--- src/rtl/a3_pkg.sv ---
// Shared constants and types for the instruction fetch stage.
package a3_pkg;

  localparam logic [7:0] CTL_NOP       = 8'h00;
  localparam logic [7:0] CTL_READ_ADDR = 8'h02;

  localparam int ADDR_WIDTH  = 64;
  localparam int QUEUE_DEPTH = 2;

  typedef enum logic [1:0] {
    IDLE,
    READ,
    HOLD
  } fetch_state_t;

endpackage

--- src/rtl/fetch_unit_if.sv ---
// Bundles the PC control pair, byte-wide memory bus and decoder handshake.
interface fetch_unit_if;
  import a3_pkg::*;

  logic [7:0]            ctl_op_in;
  logic [ADDR_WIDTH-1:0] ctl_data_in;
  logic [ADDR_WIDTH-1:0] mem_addr_out;
  logic                  mem_rd_out;
  logic [7:0]            mem_data_in;
  logic                  mem_ack_in;
  logic [31:0]           instr_out;
  logic [ADDR_WIDTH-1:0] instr_addr_out;
  logic                  instr_valid_out;
  logic                  instr_ready_in;
  logic [15:0]           drop_count_out;

  modport slave (
    input  ctl_op_in, ctl_data_in, mem_data_in, mem_ack_in, instr_ready_in,
    output mem_addr_out, mem_rd_out, instr_out, instr_addr_out,
           instr_valid_out, drop_count_out
  );

  modport master (
    output ctl_op_in, ctl_data_in, mem_data_in, mem_ack_in, instr_ready_in,
    input  mem_addr_out, mem_rd_out, instr_out, instr_addr_out,
           instr_valid_out, drop_count_out
  );

endinterface

--- src/rtl/fetch_unit_queue.sv ---
// Synchronous FIFO of fetch addresses; a push is still taken when full if a pop lands on the same edge.
module fetch_queue #(
  parameter int DEPTH = 2,
  parameter int WIDTH = 64
) (
  input  logic             clk,
  input  logic             reset,
  input  logic             i_push,
  input  logic             i_pop,
  input  logic [WIDTH-1:0] i_data,
  output logic [WIDTH-1:0] o_data,
  output logic             o_full,
  output logic             o_empty
);

  localparam int PW = $clog2(DEPTH);

  logic [WIDTH-1:0] r_mem [DEPTH];
  logic [PW-1:0]    r_wrPtr;
  logic [PW-1:0]    r_rdPtr;
  logic [PW:0]      r_count;
  logic             w_doPush;
  logic             w_doPop;

  assign o_full   = (r_count == (PW+1)'(DEPTH));
  assign o_empty  = (r_count == '0);
  assign w_doPop  = i_pop && !o_empty;
  assign w_doPush = i_push && (!o_full || w_doPop);
  assign o_data   = r_mem[r_rdPtr];

  always_ff @(posedge clk) begin
    if (reset) begin
      r_wrPtr <= '0;
      r_rdPtr <= '0;
      r_count <= '0;
    end else begin
      if (w_doPush) r_wrPtr <= r_wrPtr + PW'(1);
      if (w_doPop)  r_rdPtr <= r_rdPtr + PW'(1);
      case ({w_doPush, w_doPop})
        2'b10:   r_count <= r_count + (PW+1)'(1);
        2'b01:   r_count <= r_count - (PW+1)'(1);
        default: r_count <= r_count;
      endcase
    end
  end

  // Storage needs no reset: count and pointers alone define which entries are live.
  always_ff @(posedge clk) begin
    if (w_doPush) r_mem[r_wrPtr] <= i_data;
  end

endmodule

--- src/rtl/fetch_unit.sv ---
// Fetch stage: queues PC addresses, reads four bytes each and presents little-endian words to the decoder.
module fetch_unit
  import a3_pkg::*;
#(
  parameter int QUEUE_DEPTH = a3_pkg::QUEUE_DEPTH
) (
  input  logic         clk,
  input  logic         reset,
  fetch_unit_if.slave  bus
);

  fetch_state_t          r_state, w_nextState;
  logic [ADDR_WIDTH-1:0] r_base, w_nextBase;
  logic [1:0]            r_idx, w_nextIdx, w_idxInc;
  logic [ADDR_WIDTH-1:0] r_memAddr, w_nextMemAddr;
  logic                  r_memRd, w_nextMemRd;
  logic [31:0]           r_instr, w_nextInstr;
  logic [ADDR_WIDTH-1:0] r_instrAddr, w_nextInstrAddr;
  logic                  r_valid, w_nextValid;
  logic [15:0]           r_dropCount;

  logic                  w_push, w_pop, w_full, w_empty;
  logic [ADDR_WIDTH-1:0] w_headAddr;

  assign w_push   = (bus.ctl_op_in == CTL_READ_ADDR);
  assign w_pop    = (r_state == IDLE) && !w_empty;
  assign w_idxInc = r_idx + 2'd1;

  fetch_queue #(
    .DEPTH (QUEUE_DEPTH),
    .WIDTH (ADDR_WIDTH)
  ) u_queue (
    .clk     (clk),
    .reset   (reset),
    .i_push  (w_push),
    .i_pop   (w_pop),
    .i_data  (bus.ctl_data_in),
    .o_data  (w_headAddr),
    .o_full  (w_full),
    .o_empty (w_empty)
  );

  always_comb begin
    w_nextState     = r_state;
    w_nextBase      = r_base;
    w_nextIdx       = r_idx;
    w_nextMemAddr   = r_memAddr;
    w_nextMemRd     = r_memRd;
    w_nextInstr     = r_instr;
    w_nextInstrAddr = r_instrAddr;
    w_nextValid     = r_valid;
    case (r_state)
      IDLE: begin
        if (!w_empty) begin
          w_nextState   = READ;
          w_nextBase    = w_headAddr;
          w_nextIdx     = 2'd0;
          w_nextMemAddr = w_headAddr;
          w_nextMemRd   = 1'b1;
          w_nextInstr   = '0;
        end
      end
      READ: begin
        if (bus.mem_ack_in) begin
          w_nextInstr[8*r_idx +: 8] = bus.mem_data_in;
          if (r_idx == 2'd3) begin
            w_nextState     = HOLD;
            w_nextMemRd     = 1'b0;
            w_nextValid     = 1'b1;
            w_nextInstrAddr = r_base;
          end else begin
            w_nextIdx     = w_idxInc;
            w_nextMemAddr = r_base + ADDR_WIDTH'(w_idxInc);
          end
        end
      end
      HOLD: begin
        if (bus.instr_ready_in) begin
          w_nextState = IDLE;
          w_nextValid = 1'b0;
        end
      end
      default: w_nextState = IDLE;
    endcase
  end

  always_ff @(posedge clk) begin
    if (reset) begin
      r_state     <= IDLE;
      r_base      <= '0;
      r_idx       <= '0;
      r_memAddr   <= '0;
      r_memRd     <= 1'b0;
      r_instr     <= '0;
      r_instrAddr <= '0;
      r_valid     <= 1'b0;
    end else begin
      r_state     <= w_nextState;
      r_base      <= w_nextBase;
      r_idx       <= w_nextIdx;
      r_memAddr   <= w_nextMemAddr;
      r_memRd     <= w_nextMemRd;
      r_instr     <= w_nextInstr;
      r_instrAddr <= w_nextInstrAddr;
      r_valid     <= w_nextValid;
    end
  end

  // A request is lost only when the queue is full and nothing leaves on this edge.
  always_ff @(posedge clk) begin
    if (reset) begin
      r_dropCount <= '0;
    end else if (w_push && w_full && !w_pop && (r_dropCount != 16'hFFFF)) begin
      r_dropCount <= r_dropCount + 16'd1;
    end
  end

  assign bus.mem_addr_out    = r_memAddr;
  assign bus.mem_rd_out      = r_memRd;
  assign bus.instr_out       = r_instr;
  assign bus.instr_addr_out  = r_instrAddr;
  assign bus.instr_valid_out = r_valid;
  assign bus.drop_count_out  = r_dropCount;

endmodule
--- src/flat_wrapper.sv ---
// flat-port wrapper written by rule: the top's interface ports become plain ports
module fetch_unit_flat import a3_pkg::*;
#(
  parameter int QUEUE_DEPTH = a3_pkg::QUEUE_DEPTH
)
  (clk, reset, bus_ctl_op_in, bus_ctl_data_in, bus_mem_data_in, bus_mem_ack_in, bus_instr_ready_in, bus_mem_addr_out, bus_mem_rd_out, bus_instr_out, bus_instr_addr_out, bus_instr_valid_out, bus_drop_count_out);
  fetch_unit_if bus_i ();
  input  logic clk;
  input  logic reset;
  input wire logic [$bits(bus_i.ctl_op_in)-1:0] bus_ctl_op_in;
  input wire logic [$bits(bus_i.ctl_data_in)-1:0] bus_ctl_data_in;
  input wire logic [$bits(bus_i.mem_data_in)-1:0] bus_mem_data_in;
  input wire logic [$bits(bus_i.mem_ack_in)-1:0] bus_mem_ack_in;
  input wire logic [$bits(bus_i.instr_ready_in)-1:0] bus_instr_ready_in;
  output wire logic [$bits(bus_i.mem_addr_out)-1:0] bus_mem_addr_out;
  output wire logic [$bits(bus_i.mem_rd_out)-1:0] bus_mem_rd_out;
  output wire logic [$bits(bus_i.instr_out)-1:0] bus_instr_out;
  output wire logic [$bits(bus_i.instr_addr_out)-1:0] bus_instr_addr_out;
  output wire logic [$bits(bus_i.instr_valid_out)-1:0] bus_instr_valid_out;
  output wire logic [$bits(bus_i.drop_count_out)-1:0] bus_drop_count_out;
  assign bus_i.ctl_op_in = bus_ctl_op_in;
  assign bus_i.ctl_data_in = bus_ctl_data_in;
  assign bus_i.mem_data_in = bus_mem_data_in;
  assign bus_i.mem_ack_in = bus_mem_ack_in;
  assign bus_i.instr_ready_in = bus_instr_ready_in;
  assign bus_mem_addr_out = bus_i.mem_addr_out;
  assign bus_mem_rd_out = bus_i.mem_rd_out;
  assign bus_instr_out = bus_i.instr_out;
  assign bus_instr_addr_out = bus_i.instr_addr_out;
  assign bus_instr_valid_out = bus_i.instr_valid_out;
  assign bus_drop_count_out = bus_i.drop_count_out;
  fetch_unit #(.QUEUE_DEPTH(QUEUE_DEPTH)) u_core (.clk(clk), .reset(reset), .bus(bus_i));
endmodule
--- config.mk ---
export PLATFORM = sky130hd
export DESIGN_NAME = fetch_unit_flat
export DESIGN_NICKNAME = d
export VERILOG_FILES = /design/src/rtl/a3_pkg.sv /design/src/rtl/fetch_unit_if.sv /design/src/rtl/fetch_unit_queue.sv /design/src/rtl/fetch_unit.sv /design/src/flat_wrapper.sv
export SDC_FILE = /design/constraint.sdc
export NUM_CORES = 1
export LEC_CHECK = 0
export BUFFER_PORTS_ARGS = -buffer_cell sky130_fd_sc_hd__buf_2
export CAP_MARGIN = 15
export CORE_MARGIN = 2
export CORE_UTILIZATION = 56
export DETAILED_ROUTE_END_ITERATION = 12
export MAX_ROUTING_LAYER = met4
export PLACE_DENSITY_LB_ADDON = 0.15
export SLEW_MARGIN = 30
export SYNTH_ARGS = -nofsm -noshare
export SYNTH_HDL_FRONTEND = slang
export SYNTH_SLANG_ARGS = --single-unit
--- constraint.sdc ---
create_clock -name clk -period 6.25 [get_ports clk]
set_input_delay 1.875 -clock clk [delete_from_list [all_inputs] [get_ports clk]]
set_output_delay 1.875 -clock clk [all_outputs]
set_load 0.005 [all_outputs]
Word-level counts from Yosys, hierarchy flattened
Memories as Yosys holds them, arrays and structs flattened. A register that Yosys moved wholly into a read port is not among the register bits.
Index checks and enable logic that the tools add are counted.
{ "totals": {"mem_bits_rw": 128, "n_memories": 1, "output_inout_bits": 178, "wordCells": 89, "input_bits": 84, "reg_bits": 250} }
{ "op_classes": {"reduce_logical": 22, "shifts": 2, "n_eq_ne": 13, "addsub": 8, "muxes": 30, "bitwise_logic": 1} }
{ "mem_list": {"columns": ["memory", "words", "width", "rd", "rd_ports_with_merged_regs", "write_ports", "line", "source"], "rows": [
  ["u_core.u_queue.r_mem", 2, 64, 1, 1, 1, "fetch_unit_queue.sv:18", "logic [WIDTH-1:0] r_mem [DEPTH];"]
]} }
{ "ops": {"columns": ["operator", "count"], "rows": [
  ["$mux 64", 3],
  ["$pmux 64 s2", 1],
  ["$add 64x2->64", 1],
  ["$mux 32", 2],
  ["$pmux 32 s2", 1],
  ["$neg 5->34", 1],
  ["$shift 8x34->32 const A", 1],
  ["$shiftx 8x34->32", 1],
  ["$bwmux 32", 1],
  ["$add 16x1->16 const B", 1],
  ["$ne 16x16->1 const B", 1],
  ["$reduce_and 4->1", 4],
  ["$mux 2", 7],
  ["$mux 1", 10],
  ["$eq 2x2->1 const B", 4],
  ["$eq 8x2->1 const B", 1],
  ["$ne 2x2->1 const B", 4],
  ["$pmux 2 s2", 2],
  ["$logic_and 1x1->1", 6],
  ["$pmux 2 s3", 1],
  ["$reduce_and 3->1", 2],
  ["$reduce_bool 2->1", 3],
  ["$add 2x1->2 const B", 2],
  ["$eq 2x1->1 const B", 2],
  ["9 further kinds", 14]
]} }

Depth between registers and ports, before layout
{ "logic_depth": {"depth_word": 8, "mapped_depth": 10, "mapped_depth_nobuf": 9} }

By module
Synthesis repeated with hierarchy kept, for this count alone.
{ "hier_totals": {"cells_unflattened": 1559, "hier_area_um2": 15414.8} }
{ "modules_own_cells": {"columns": ["module", "seq_area_each_um2", "cells_each", "area_each_um2", "n_inst"], "rows": [
  ["fetch_unit", 4924.7, 1330, 10528.8, 1],
  ["fetch_queue", 3943.8, 229, 4885.9, 1]
]} }

Least setup slack after synthesis
No wires, ideal clock.
{ "synth_timing": {"kind": "input to register", "from": "input port bus_ctl_op_in[5]", "to": "memory u_core.u_queue.r_mem[0][0] (enable)", "setup_ns": 0.487, "t_arrival_ns": 5.208, "stages": 3, "required_ns": 5.763, "n_path_buf": 0, "slack_ns": 0.556, "cell_sequence": "nor4_2 o311ai_0 nor2_1"} }
{ "synth_between": {"elab_chain_len": 4} }
{ "synth_rtl": {"columns": ["element", "line", "source"], "rows": [
  ["start, declared", "flat_wrapper.sv:10", "input wire logic [$bits(bus_i.ctl_op_in)-1:0] bus_ctl_op_in;"],
  ["$eq 8x2->1", "fetch_unit.sv:25", "assign w_push = (bus.ctl_op_in == CTL_READ_ADDR);"],
  ["$logic_and 1x1->1", "fetch_unit_queue.sv:28", "assign w_doPush = i_push && (!o_full || w_doPop);"],
  ["$mux 1", "fetch_unit_queue.sv:49", "if (w_doPush) r_mem[r_wrPtr] <= i_data;"],
  ["$mux 1 (not written as such)", "fetch_unit_queue.sv:49", null],
  ["end, declared", "fetch_unit_queue.sv:18", null]
]} }
Every way passes these cells.

Final worst setup path
{ "layout_timing": {"from": "register u_core.r_idx[0]", "to": "register u_core.r_memAddr[53], in the netlist u_core.bus.mem_addr_out[53]"} }
{ "layout_between": {"elab_chain_len": 5, "word_cells_on_any_way": 8, "classes_between": "add/sub: 2; eq/ne: 2; mux: 3; reduce/logical: 1"} }
{ "layout_rtl": {"columns": ["element", "line", "source"], "rows": [
  ["start, declared", "fetch_unit.sv:14", "logic [1:0] r_idx, w_nextIdx, w_idxInc;"],
  ["start signal, assigned", "fetch_unit.sv:100", "r_idx <= w_nextIdx;"],
  ["$add 2x1->2", "fetch_unit.sv:27", "assign w_idxInc = r_idx + 2'd1;"],
  ["$add 64x2->64", "fetch_unit.sv:73", "w_nextMemAddr = r_base + ADDR_WIDTH'(w_idxInc);"],
  ["$mux 64", "fetch_unit.sv:66", "if (r_idx == 2'd3) begin"],
  ["$mux 64", "fetch_unit.sv:64", "if (bus.mem_ack_in) begin"],
  ["$pmux 64 s2", "fetch_unit.sv:52", "case (r_state)"],
  ["end signal, assigned", "fetch_unit.sv:101", "r_memAddr <= w_nextMemAddr;"],
  ["end, declared", "fetch_unit.sv:15", "logic [ADDR_WIDTH-1:0] r_memAddr, w_nextMemAddr;"]
]} }
Parallel ways exist; a longest one is shown, timed or not. The select of a mux whose other input is x is not followed.
A chain may end at the register's enable or synchronous reset.

==> out/qor.csv <==
metric,value,unit
outcome,"finished, final reports clean",
reg2reg path depth,9,
Core Region,26800,um2
Synth Instances,1499,
io pins,262,
GPL Wtd Cong,0.927,
Area Overhead vs Synth,18.4,%
Final Cycle Share,57.8,%
most frequent cell after synthesis,dfxtp_1,
"Avg Cell Area, Syn",10.1,um2
routed wire length,39.3,mm
CTS H-tree depth,2,
RSZ-0062 raised after global routing,false,
post-synth top area cell,dfxtp_1,
Synth Net Count,1592,
die area,28500,um2
Final Setup Violations,0,
CTS Sinks,379,
hold path start,u_core.bus.instr_out[6]$_SDFFE_PP0P_,
"flops & latches, synth",379,
Max-slew headroom,44.6,%
port bufs,261,
Async SR Flop Fraction,0,%
drt drc,0,
overall die width,169,um
Yosys warnings,0,
Fin Setup TNS,0,ps
CP Launch Type,flip-flop,
1st-pass router iterations,5,
Root Buffer,clkbuf_16,
number of global-route vias before repair,11100,
Avg WL per Cell,18.8,um
Worst Tran Pin Value,831,ps
worst-path fanout max,13,
Antenna diodes,0,
Post-synth top flop,dfxtp_1,
maximum capacitance violations,0,
"Cell Area, Synth",15200,um2
clock buffer depth,3,
layout cell share with drive strength beyond 1,21.6,%
Worst setup EP type,flip-flop,
post-CTS setup buffer count,0,
routed vias/inst,5.76,
first-pass GRT wire length,61.1,mm
CTS Hold Bufs,0,
CTS resizes,0,
LEAKAGE,6.59,nW
Final Skew,18.6,ps
worst vdd ir,0.000277,V
Final Hold Viols,0,
Min-Delay Path Class,reg -> reg,
CP arrival,4050,ps
CTS buffer count,40,
most frequent cells after synthesis,"dfxtp_1 (251), nand2_1 (218), nor2_1 (173)",
number of flops mapped to enable cells by yosys,128,
initial antenna violation count,0,
1st-iter DRT viols,1222,
WP data required,6690,ps
# nets final,1815,
overall routing resource usage,28.0,%
crit path kind,reg -> reg,
total power,0.00703,W
Synth area leaders,"dfxtp_1 (33%), edfxtp_1 (25%), a21oi_1 (5.7%), nand2_1 (5.4%), nor2_1 (4.3%)",
largest net degree at the start of global routing,106,
Synth top area share,33.1,%
Max Clock Freq,277,MHz
Routed Antenna Nets,0,
Hold EP,u_core.bus.instr_out[6]$_SDFFE_PP0P_,
Row Count,60,
TritonCTS clock tree,done,
initial core utilization,56.7,%
worst r2r dst,u_core.bus.mem_addr_out[53]$_SDFFE_PP0P_,
"Remaining Overflow, GRT",0,
Cell variety after synth,72,
reg2reg start,u_core.r_idx[0]$_SDFFE_PP0P_,
"CTS clk-pin slew, worst paths",60,ps
DR vias,12000,
register area share after synthesis,58.4,%
max-slew violation count,0,
Hold Path Depth,2,
Die Y,169,um
Cell Pwr Density,391,nW/um2
Clock Latency Late Sink,530,ps
R2R Setup Slk,2640,ps
Detailed Place HPWL,27.2,mm
"Min Clock Period, post-route",3610,ps
==> critical path: stages (launching register included) <==
cell	delay [ps]
dfxtp_1	490
inv_1	150
ha_1	430
ha_1	330
a21oi_1	110
nor4_2	480
nand4_2	530
nor3_1	650
o221ai_1	240
o211ai_1	120
==> per-stage QoR <==
step           area, um2  setup WS (ps)  util (%)  std cells  hold WS, ps
2_1_floorplan      15200            556         -       1499          448
3_3_place_gp       16700           2040      62.3       2020          437
3_5_place_dp       16700           2070      62.4       2020          441
4_1_cts            17900           2630      67.0       2091          449
5_1_grt            18000           2390      67.1       2092          472
6_report           18000           2640      67.1       2092          446
==> power breakdown <==
part / total [W] / internal (W) / leakage (nW) / switching (W)
Clock: 0.00224 / 0.00132 / 0.601 / 0.000925
Combinational: 0.00157 / 0.000594 / 2.81 / 0.000980
Sequential: 0.00321 / 0.00282 / 3.18 / 0.000396
Total: 0.00703 / 0.00473 / 6.59 / 0.00230
==> metal layers <==
metal  global-route usage (%)  share of wire (%)  up-vias
li1                         -                  -     5761
met1                     40.2                 45     5735
met2                     42.0                 45      490
met3                     4.40                7.3       56
met4                     6.93                2.1        0
met5                        -                  0        -
==> how the worst max path moves through the flow <==
stage	endpoint	from
4_1_cts	u_core.u_queue.r_mem[1][3]$_DFFE_PP_	bus_ctl_op_in[0]
3_3_place_gp	u_core.u_queue.r_mem[1][1]$_DFFE_PP_	bus_ctl_op_in[0]
3_5_place_dp	u_core.u_queue.r_mem[1][4]$_DFFE_PP_	bus_ctl_op_in[0]
5_1_grt	u_core.bus.mem_addr_out[53]$_SDFFE_PP0P_	u_core.r_idx[0]$_SDFFE_PP0P_
6_report	u_core.bus.mem_addr_out[53]$_SDFFE_PP0P_	u_core.r_idx[0]$_SDFFE_PP0P_
2_1_floorplan	u_core.u_queue.r_mem[0][0]$_DFFE_PP_	bus_ctl_op_in[5]
==> cell families after synthesis <==
group	Yosys count	synth area share (%)
compound gates	321	12.7
xor+xnor	64	3.69
buf+inv	117	3.08
simple gates	542	16.9
flops	379	58.4
mux	67	4.47
fa+ha+maj	9	0.791
==> flip-flops by register name, summed over array words and instances, names as in the netlist, named ones only <==
name,count
u_core.u_queue.r_mem,128
u_core.bus.drop_count_out,16
u_core.bus.mem_addr_out,64
u_core.u_queue.r_rdPtr,1
u_core.r_idx,2
u_core.bus.instr_valid_out,1
u_core.r_state,2
u_core.u_queue.r_wrPtr,1
u_core.u_queue.r_count,2
u_core.bus.mem_rd_out,1
u_core.bus.instr_out,32
u_core.r_base,64
u_core.bus.instr_addr_out,64
==> placed cells by master, fill, tap and decap left out, drive strengths merged, types with 3 or more instances in the layout <==
cell | Yosys | layout
a211oi | 28 | 28
a21oi | 173 | 173
a221oi | 4 | 4
a22oi | 24 | 24
a31oi | 7 | 7
a32o | 4 | 4
and3 | 12 | 12
and4 | 6 | 6
buf | 29 | 277
clkbuf | 67 | 53
clkinv | 0 | 13
clkinvlp | 0 | 3
dfxtp | 251 | 251
edfxtp | 128 | 128
ha | 8 | 8
inv | 21 | 21
mux2 | 6 | 6
mux2i | 61 | 61
nand2 | 219 | 219
nand2b | 3 | 3
nand3 | 38 | 38
nand4 | 21 | 21
nor2 | 173 | 173
nor2b | 3 | 3
nor3 | 20 | 20
nor4 | 20 | 20
o211ai | 8 | 8
o21a | 4 | 4
o21ai | 25 | 25
o221ai | 7 | 7
o22ai | 21 | 21
o31a | 3 | 3
or2 | 5 | 5
or3 | 9 | 9
or4 | 3 | 3
xnor2 | 44 | 44
xor2 | 20 | 20
==> cell type report <==
type | instances | area [um2]
Clock buffer | 53 | 1100
Clock inverter | 18 | 135
Fill cell | 2172 | 8830
Inverter | 21 | 78.8
Multi-Input combinational cell | 1003 | 5900
Sequential cell | 379 | 8870
Tap cell | 341 | 427
Timing Repair Buffer | 277 | 1470
No activity file was read; power rests on OpenSTA's default activity.
